File: src/rtl/scan_ctrl_pkg.sv
// Shared widths, output-register bundle and helpers for the display scan controller.
// The downstream 3-to-8 decoder is sized from the same SEL_W.
package scan_pkg;

   localparam int SEL_W      = 3;
   localparam int MAX_DIGITS = 8;
   localparam int NIBBLE_W   = 4;
   localparam int BUS_W      = MAX_DIGITS * NIBBLE_W;

   typedef logic [SEL_W-1:0]    sel_t;
   typedef logic [NIBBLE_W-1:0] nibble_t;

   // Everything that leaves the block is registered together in one bundle.
   typedef struct packed {
      sel_t    sel;
      nibble_t digit;
      logic    enable;
      logic    frame_done;
   } scan_out_t;

   function automatic nibble_t nibble_at(input logic [BUS_W-1:0] bus, input sel_t idx);
      return bus[idx*NIBBLE_W +: NIBBLE_W];
   endfunction

endpackage

File: src/rtl/scan_ctrl_if.sv
// Bundle of the scan controller's control inputs and decoder-facing outputs.
// master drives the controls (system side), slave is the scan controller itself.
interface scan_ctrl_if;
   import scan_pkg::*;

   logic                  run;
   logic                  step;
   logic [MAX_DIGITS-1:0] blank_mask;
   logic [BUS_W-1:0]      digit_bus;
   sel_t                  Data_in;
   logic                  Enable;
   nibble_t               digit_out;
   logic                  frame_done;

   modport master (
      output run, step, blank_mask, digit_bus,
      input  Data_in, Enable, digit_out, frame_done
   );

   modport slave (
      input  run, step, blank_mask, digit_bus,
      output Data_in, Enable, digit_out, frame_done
   );

endinterface

File: src/rtl/scan_ctrl_prescaler.sv
// Slot-rate tick generator: free-running divider while run=1, one tick per rising
// edge of step while run=0.
module scan_prescaler #(
   parameter int CLK_DIV = 50000
) (
   input  logic clk,
   input  logic rst_n,
   input  logic run_i,
   input  logic step_i,
   output logic tick_o
);

   localparam int PCNT_W = (CLK_DIV > 1) ? $clog2(CLK_DIV) : 1;
   localparam logic [PCNT_W-1:0] PCNT_LAST = PCNT_W'(CLK_DIV - 1);

   logic [PCNT_W-1:0] pcnt_q;
   logic [PCNT_W-1:0] pcnt_d;
   logic              step_d_q;
   logic              step_rise;

   always_comb begin
      step_rise = step_i & ~step_d_q;
      tick_o    = 1'b0;
      pcnt_d    = '0;
      if (run_i) begin
         tick_o = (pcnt_q == PCNT_LAST);
         pcnt_d = tick_o ? '0 : pcnt_q + PCNT_W'(1);
      end else begin
         // Holding: divider parked at 0 so a later run restarts a full slot.
         tick_o = step_rise;
      end
   end

   always_ff @(posedge clk or negedge rst_n) begin
      if (!rst_n) begin
         pcnt_q   <= '0;
         step_d_q <= 1'b0;
      end else begin
         pcnt_q   <= pcnt_d;
         step_d_q <= step_i;
      end
   end

endmodule

File: src/rtl/scan_ctrl.sv
// Multiplexed-display scan controller: advances the digit select, applies blanking
// and post-switch dead time, and presents the matching nibble to the decoder.
module scan_ctrl
   import scan_pkg::*;
#(
   parameter int CLK_DIV    = 50000,
   parameter int NUM_DIGITS = 8,
   parameter int DEAD_CYC   = 2
) (
   input  logic        clk,
   input  logic        rst_n,
   scan_ctrl_if.slave  scan
);

   generate
      if (CLK_DIV < 2 || NUM_DIGITS < 1 || NUM_DIGITS > MAX_DIGITS ||
          DEAD_CYC < 0 || DEAD_CYC > CLK_DIV - 1) begin : g_bad_params
         $fatal(1, "scan_ctrl: parameter out of range");
      end
   endgenerate

   localparam int   DCNT_W   = (DEAD_CYC > 0) ? $clog2(DEAD_CYC + 1) : 1;
   localparam sel_t SEL_LAST = sel_t'(NUM_DIGITS - 1);

   logic              tick;
   sel_t              sel_nxt;
   logic [DCNT_W-1:0] dcnt_q;
   logic [DCNT_W-1:0] dcnt_d;
   scan_out_t         out_q;
   scan_out_t         out_d;

   scan_prescaler #(
      .CLK_DIV (CLK_DIV)
   ) u_prescaler (
      .clk    (clk),
      .rst_n  (rst_n),
      .run_i  (scan.run),
      .step_i (scan.step),
      .tick_o (tick)
   );

   // The registered select doubles as the current scan position.
   always_comb begin
      sel_nxt = out_q.sel;
      if (tick) begin
         sel_nxt = (out_q.sel == SEL_LAST) ? '0 : out_q.sel + sel_t'(1);
      end

      if (sel_nxt != out_q.sel) begin
         dcnt_d = DCNT_W'(DEAD_CYC);
      end else if (dcnt_q != '0) begin
         dcnt_d = dcnt_q - DCNT_W'(1);
      end else begin
         dcnt_d = '0;
      end

      // A single-digit scan never changes select, so it never enters dead time.
      out_d.sel        = sel_nxt;
      out_d.digit      = nibble_at(scan.digit_bus, sel_nxt);
      out_d.enable     = ~scan.blank_mask[sel_nxt] & (dcnt_d == '0);
      out_d.frame_done = tick & (sel_nxt == '0);
   end

   always_ff @(posedge clk or negedge rst_n) begin
      if (!rst_n) begin
         dcnt_q <= '0;
         out_q  <= '0;
      end else begin
         dcnt_q <= dcnt_d;
         out_q  <= out_d;
      end
   end

   assign scan.Data_in    = out_q.sel;
   assign scan.digit_out  = out_q.digit;
   assign scan.Enable     = out_q.enable;
   assign scan.frame_done = out_q.frame_done;

endmodule

File: src/flat_wrapper.sv
// flat-port wrapper written by rule: the top's interface ports become plain ports
module scan_ctrl_flat import scan_pkg::*;
#(
   parameter int CLK_DIV    = 50000,
   parameter int NUM_DIGITS = 8,
   parameter int DEAD_CYC   = 2
)
  (clk, rst_n, scan_run, scan_step, scan_blank_mask, scan_digit_bus, scan_Data_in, scan_Enable, scan_digit_out, scan_frame_done);
  scan_ctrl_if scan_i ();
  input  logic clk;
  input  logic rst_n;
  input wire logic [$bits(scan_i.run)-1:0] scan_run;
  input wire logic [$bits(scan_i.step)-1:0] scan_step;
  input wire logic [$bits(scan_i.blank_mask)-1:0] scan_blank_mask;
  input wire logic [$bits(scan_i.digit_bus)-1:0] scan_digit_bus;
  output wire logic [$bits(scan_i.Data_in)-1:0] scan_Data_in;
  output wire logic [$bits(scan_i.Enable)-1:0] scan_Enable;
  output wire logic [$bits(scan_i.digit_out)-1:0] scan_digit_out;
  output wire logic [$bits(scan_i.frame_done)-1:0] scan_frame_done;
  assign scan_i.run = scan_run;
  assign scan_i.step = scan_step;
  assign scan_i.blank_mask = scan_blank_mask;
  assign scan_i.digit_bus = scan_digit_bus;
  assign scan_Data_in = scan_i.Data_in;
  assign scan_Enable = scan_i.Enable;
  assign scan_digit_out = scan_i.digit_out;
  assign scan_frame_done = scan_i.frame_done;
  scan_ctrl #(.CLK_DIV(CLK_DIV), .NUM_DIGITS(NUM_DIGITS), .DEAD_CYC(DEAD_CYC)) u_core (.clk(clk), .rst_n(rst_n), .scan(scan_i));
endmodule
File: config.mk
export PLATFORM = sky130hd
export DESIGN_NAME = scan_ctrl_flat
export DESIGN_NICKNAME = d
export VERILOG_FILES = /design/src/rtl/scan_ctrl_pkg.sv /design/src/rtl/scan_ctrl_if.sv /design/src/rtl/scan_ctrl_prescaler.sv /design/src/rtl/scan_ctrl.sv /design/src/flat_wrapper.sv
export SDC_FILE = /design/constraint.sdc
export NUM_CORES = 1
export LEC_CHECK = 0
export ABC_AREA = 1
export BUFFER_PORTS_ARGS = -buffer_cell sky130_fd_sc_hd__buf_4
export CAP_MARGIN = 20
export CORE_MARGIN = 5
export CORE_UTILIZATION = 56
export CTS_CLUSTER_DIAMETER = 200
export DETAILED_ROUTE_END_ITERATION = 10
export PLACE_DENSITY = 0.95
export SETUP_SLACK_MARGIN = 0.02
export SLEW_MARGIN = 20
export SYNTH_ARGS = -nofsm -noshare
export SYNTH_HDL_FRONTEND = slang
export SYNTH_SLANG_ARGS = --single-unit
export TNS_END_PERCENT = 20
File: constraint.sdc
create_clock -name clk -period 2.9 [get_ports clk]
set_input_delay 0.58 -clock clk [delete_from_list [all_inputs] [get_ports clk]]
set_output_delay 0.58 -clock clk [all_outputs]
set_load 0.05 [all_outputs]
### Word level (Yosys, flattened, before mapping)

Cells that the tools add are included.

| operators by class | value |
|---|---|
| add/subtract/negate cells | 3 |
| order comparisons | 1 |
| equality and inequality tests | 3 |
| shift operators | 1 |
| muxes and demuxes | 9 |
| bitwise gates (word level) | 5 |
| reductions and logical operators | 3 |

Operators with widths:

| operator | number |
|---|---|
| $mux W16 | 2 |
| $shiftx A32 B6 Y4 | 1 |
| $add A16 B1 Y16 const B | 1 |
| $eq A16 B16 Y1 const B | 1 |
| $mux W3 | 2 |
| $lt A3 B4 Y1 const B | 1 |
| $mux W2 | 2 |
| $add A3 B1 Y3 const B | 1 |
| $and A1 B1 Y1 | 3 |
| $bmux W1 S3 | 1 |
| $eq A3 B3 Y1 const B | 1 |
| $logic_not A3 Y1 | 1 |
| $ne A3 B3 Y1 | 1 |
| $logic_not A2 Y1 | 1 |
| $mux W1 | 2 |
| $not A1 Y1 | 2 |
| $reduce_bool A2 Y1 | 1 |
| $sub A2 B1 Y2 const B | 1 |

| word-level totals | value |
|---|---|
| bits in registers | 28 |
| output and inout bits | 9 |

### Logic depth before layout (Yosys ltp)

| logic depth | value |
|---|---|
| depth after elaboration | 8 |
| mapped depth | 16 |
| mapped depth without buffers | 15 |

### Hierarchy

Synthesis repeated with hierarchy kept, for this count alone.

| unflattened totals | value |
|---|---|
| cells, all modules | 284 |
| area, all modules | 1896.8 µm² |

Modules (own cells, without submodules):

| module | instances | cells each | area an instance (µm²) |
|---|---|---|---|
| scan_prescaler | 1 | 127 | 952.2 |
| scan_ctrl | 1 | 157 | 944.7 |

### Least setup slack after synthesis

Ideal clock, no wire load.

| timing path | value |
|---|---|
| kind | register -> register |
| start point | reg u_core.out_q (netlist bit u_core.scan.Data_in[0]) |
| end point | reg u_core.out_q (netlist bit u_core.scan.Enable) |
| data arrival time | 1.886 ns |
| slack | 0.897 ns |
| stages on the path, launching flop included | 11 |
| buffers on the path | 0 |
| clock period less this slack | 2.003 ns |
| cell sequence | dfrtp_1 > ha_1 > ha_1 > inv_1 > or2_2 > o2111ai_1 > nand3_1 > nand2_1 > inv_1 > nand2_1 > nor2_1 |

RTL lines:

| element | RTL line | text |
|---|---|---|
| from (decl) | scan_ctrl.sv:29 | `scan_out_t out_q;` |
| from (signal assigned) | scan_ctrl.sv:70 | `out_q <= out_d;` |

==> summary.md <==
| Metric | Value |
|---|---|
| Placer congestion estimate | `0.829` |
| HPWL Detailed | `3260 um` |
| Layout Area Growth over Synthesis | `22.9%` |
| Slew Limit Headroom | `68.5%` |
| Initial antenna violation count | `0` |
| Final period utilization | `73.0%` |
| Setup CP Type | `flop to flop` |
| Distinct cells, synth | `28` |
| Cell count after synthesis | `264` |
| RSZ-0062 raised after global routing | `false` |
| Num CTS Buffers | `3` |
| Crit path buffers/inverters | `0` |
| Vias in the first global route | `1792` |
| Power Dens Cells | `649 nW/um2` |
| # port buffers | `52` |
| Leakage | `1.25 nW` |
| DP Worst Slack | `0.852 ns` |
| Register area share after synthesis | `37.8%` |
| Min cycle time layout | `2.12 ns` |
| HP Class | `input port to asynchronous set/reset pin` |
| Compound-gate portion of the synthesized area | `7.15%` |
| Final Cell Area | `2280 um2` |
| Drt first pass iters | `4` |
| Hold_buf cts | `0` |
| Slowest stage cell on the critical path | `o21ai_2` |
| DIE WIDTH | `67.6 um` |
| Final worst setup slack | `0.783 ns` |
| Core area | `3280 um2` |
| Ant diodes | `0` |
| Worst ir drop on vdd | `0.368 mV` |
| Post-Place Cell Area | `2260 um2` |
| Die area | `4560 um2` |
| Cts repair resizes | `0` |
| Crit-path max cell delay | `0.42 ns` |
| Warning count from the yosys run | `0` |
| Worst-margin pin slew | `0.473 ns` |
| CP required | `3.16 ns` |
| Seq cells post-synth | `28` |
| Min Hold Slack | `0.146 ns` |
| DR WL/cell | `11.2 um` |
| Largest net degree at the start of global routing | `29` |
| Xor/xnor share of the synthesized area | `2.36%` |
| Largest delay share family, worst path | `simple AND/OR/NAND/NOR gates` |
| Row Count | `21` |
| Multiplexer share of the synthesized area | `0%` |
| Crit-path max FO | `13` |
| Critical path launch point | `u_core.u_prescaler.pcnt_q[0]$_DFF_PN0_` |
| Mapped Area | `1860 um2` |
| CP Launch Type | `flop` |
| Initial DRC Count | `87` |
| Top Ports | `53` |
| Final Net Count | `363` |
| Via count | `1751` |
| Vias per cell | `4.86` |
| Inst Count DP | `357` |
| Share of cells above drive strength 1 | `25.8%` |
| Routed wire length | `4040 um` |
| Simple-gate share of the synthesized area | `40.1%` |
| Worst-path clk slew | `0.14 ns` |
| Main combinational cell family by area after synthesis | `simple AND/OR/NAND/NOR gates` |
| Setup violators final | `0` |
| Setup Fix Bufs, Post-CTS | `0` |
| Cell Chain, Critical Path | `ha_1, nand3_2, nor2_2, nand2_2, nand2_4, nand2_4, o21ai_2, nand3_1, o21ai_1, nand2_1, nand2_1` |
| Layout Utilization | `69.4%` |
| Layout Skew | `0.00376 ns` |
| Total track usage | `19.2%` |
| Max Slew Vio Count | `0` |
| First-pass GRT wire length | `7000 um` |
| MaxCap Viol Count | `0` |
| H-tree depth | `1` |
| Max Clk Rate | `0.472 GHz` |
| Die Y | `67.6 um` |
| Root Buffer | `clkbuf_4` |
| Pwr Total | `1.48 mW` |
| CP endpoint kind | `flop` |
| Avg Synthesized Cell Area | `7.03 um2` |
| R2R Path Start | `u_core.u_prescaler.pcnt_q[0]$_DFF_PN0_` |
| Post-DRT Antenna Nets | `0` |
| Status | `complete, no violations` |
| Post-Synth Adder-Cell Area | `2.02%` |
| Grt ovf | `0` |
| Clk sink count | `28` |
| Post-route insts no fill | `360` |
| Synth Net Count | `311` |
| Initial Utilization | `56.5%` |
| CP arrival | `2.38 ns` |
| Post-route DRC | `0` |
| Fin. Hold Viols | `0` |
| CTS tree | `yes` |
| Setup TNS | `0 ns` |
| Clk_lat worst skew | `0.31 ns` |
| Max clock buf depth | `2` |
-- sequential cells by signal, indices dropped and copies added, names as in the netlist --
name                         flops
u_core.scan.frame_done           1
u_core.scan.digit_out            4
u_core.u_prescaler.step_d_q      1
u_core.u_prescaler.pcnt_q       16
u_core.scan.Enable               1
u_core.dcnt_q                    2
u_core.scan.Data_in              3
-- layer usage --
layer	global-route usage (%)	vias to the layer above	routed length, um
met5	0	-	0
met4	8.10	0	30
met3	2.16	2	224
met2	35.6	58	2060
met1	22.1	780	1730
li1	-	911	-
-- power breakdown --
part / internal, mW / total, mW / switching [mW]
sequential: 0.452 / 0.496 / 0.0442
combinational: 0.269 / 0.829 / 0.560
clock: 0.0486 / 0.154 / 0.106
-- cell usage after synthesis (all sizes together) --
cell     number  area (um2)
dfrtp        28         701
inv          40         150
xor2          4        35.0
xnor2         1        8.76
o21ai        11        85.1
nand2       102         438
or2           2        12.5
nor3          8        45.0
a21oi         6        30.0
ha            3        37.5
and3          1        6.26
a221oi        1        8.76
o2111ai       1        8.76
nor2         30         120
nor3b         1        7.51
nand3        20         115
buf           5        46.3
-- worst register-to-register path: stages (launching register included) --
cell	delay, ns
dfrtp_1	0.40
ha_1	0.21
nand3_2	0.12
nor2_2	0.13
nand2_2	0.07
nand2_4	0.15
nand2_4	0.15
o21ai_2	0.43
nand3_1	0.15
o21ai_1	0.12
nand2_1	0.07
nand2_1	0.07
-- final cells by class --
cell class / instances / area, um2
Tap cell: 46 / 57.6
Inverter: 40 / 150
Timing Repair Buffer: 52 / 390
Sequential cell: 28 / 701
Clock buffer: 3 / 22.5
Fill cell: 278 / 1000
Multi-Input combinational cell: 191 / 958
-- placed cells by master (no fill, tap or decap), drive strengths merged --
| cell | instances |
|---|---|
| a21oi | 6 |
| a221oi | 1 |
| and3 | 1 |
| buf | 52 |
| clkbuf | 3 |
| dfrtp | 28 |
| ha | 3 |
| inv | 40 |
| nand2 | 102 |
| nand3 | 20 |
| nor2 | 30 |
| nor3 | 8 |
| nor3b | 1 |
| o2111ai | 1 |
| o21ai | 11 |
| or2 | 2 |
| xnor2 | 1 |
| xor2 | 4 |
-- worst paths after layout --
path	cells after the start	end	slack [ns]
min in group clk	1	u_core.u_prescaler.step_d_q$_DFF_PN0_	0.37
max in group asynchronous	1	u_core.u_prescaler.pcnt_q[14]$_DFF_PN0_	2.49
setup / recovery	11	u_core.scan.digit_out[1]$_DFF_PN0_	0.78
hold / removal	1	u_core.u_prescaler.pcnt_q[5]$_DFF_PN0_	0.15
hold reg to reg	1	u_core.u_prescaler.pcnt_q[0]$_DFF_PN0_	0.49
setup reg to reg	11	u_core.scan.digit_out[1]$_DFF_PN0_	0.78
-- kinds of logic after synthesis --
kind of cell / count (synthesis)
AOI/OAI and AO/OA: 19
adders and majority gates: 3
xor gates and xnor gates: 5
and+or+nand+nor: 164
buffers and inverters: 45
DFF: 28
Note: power is estimated with default switching activity, not from simulation.
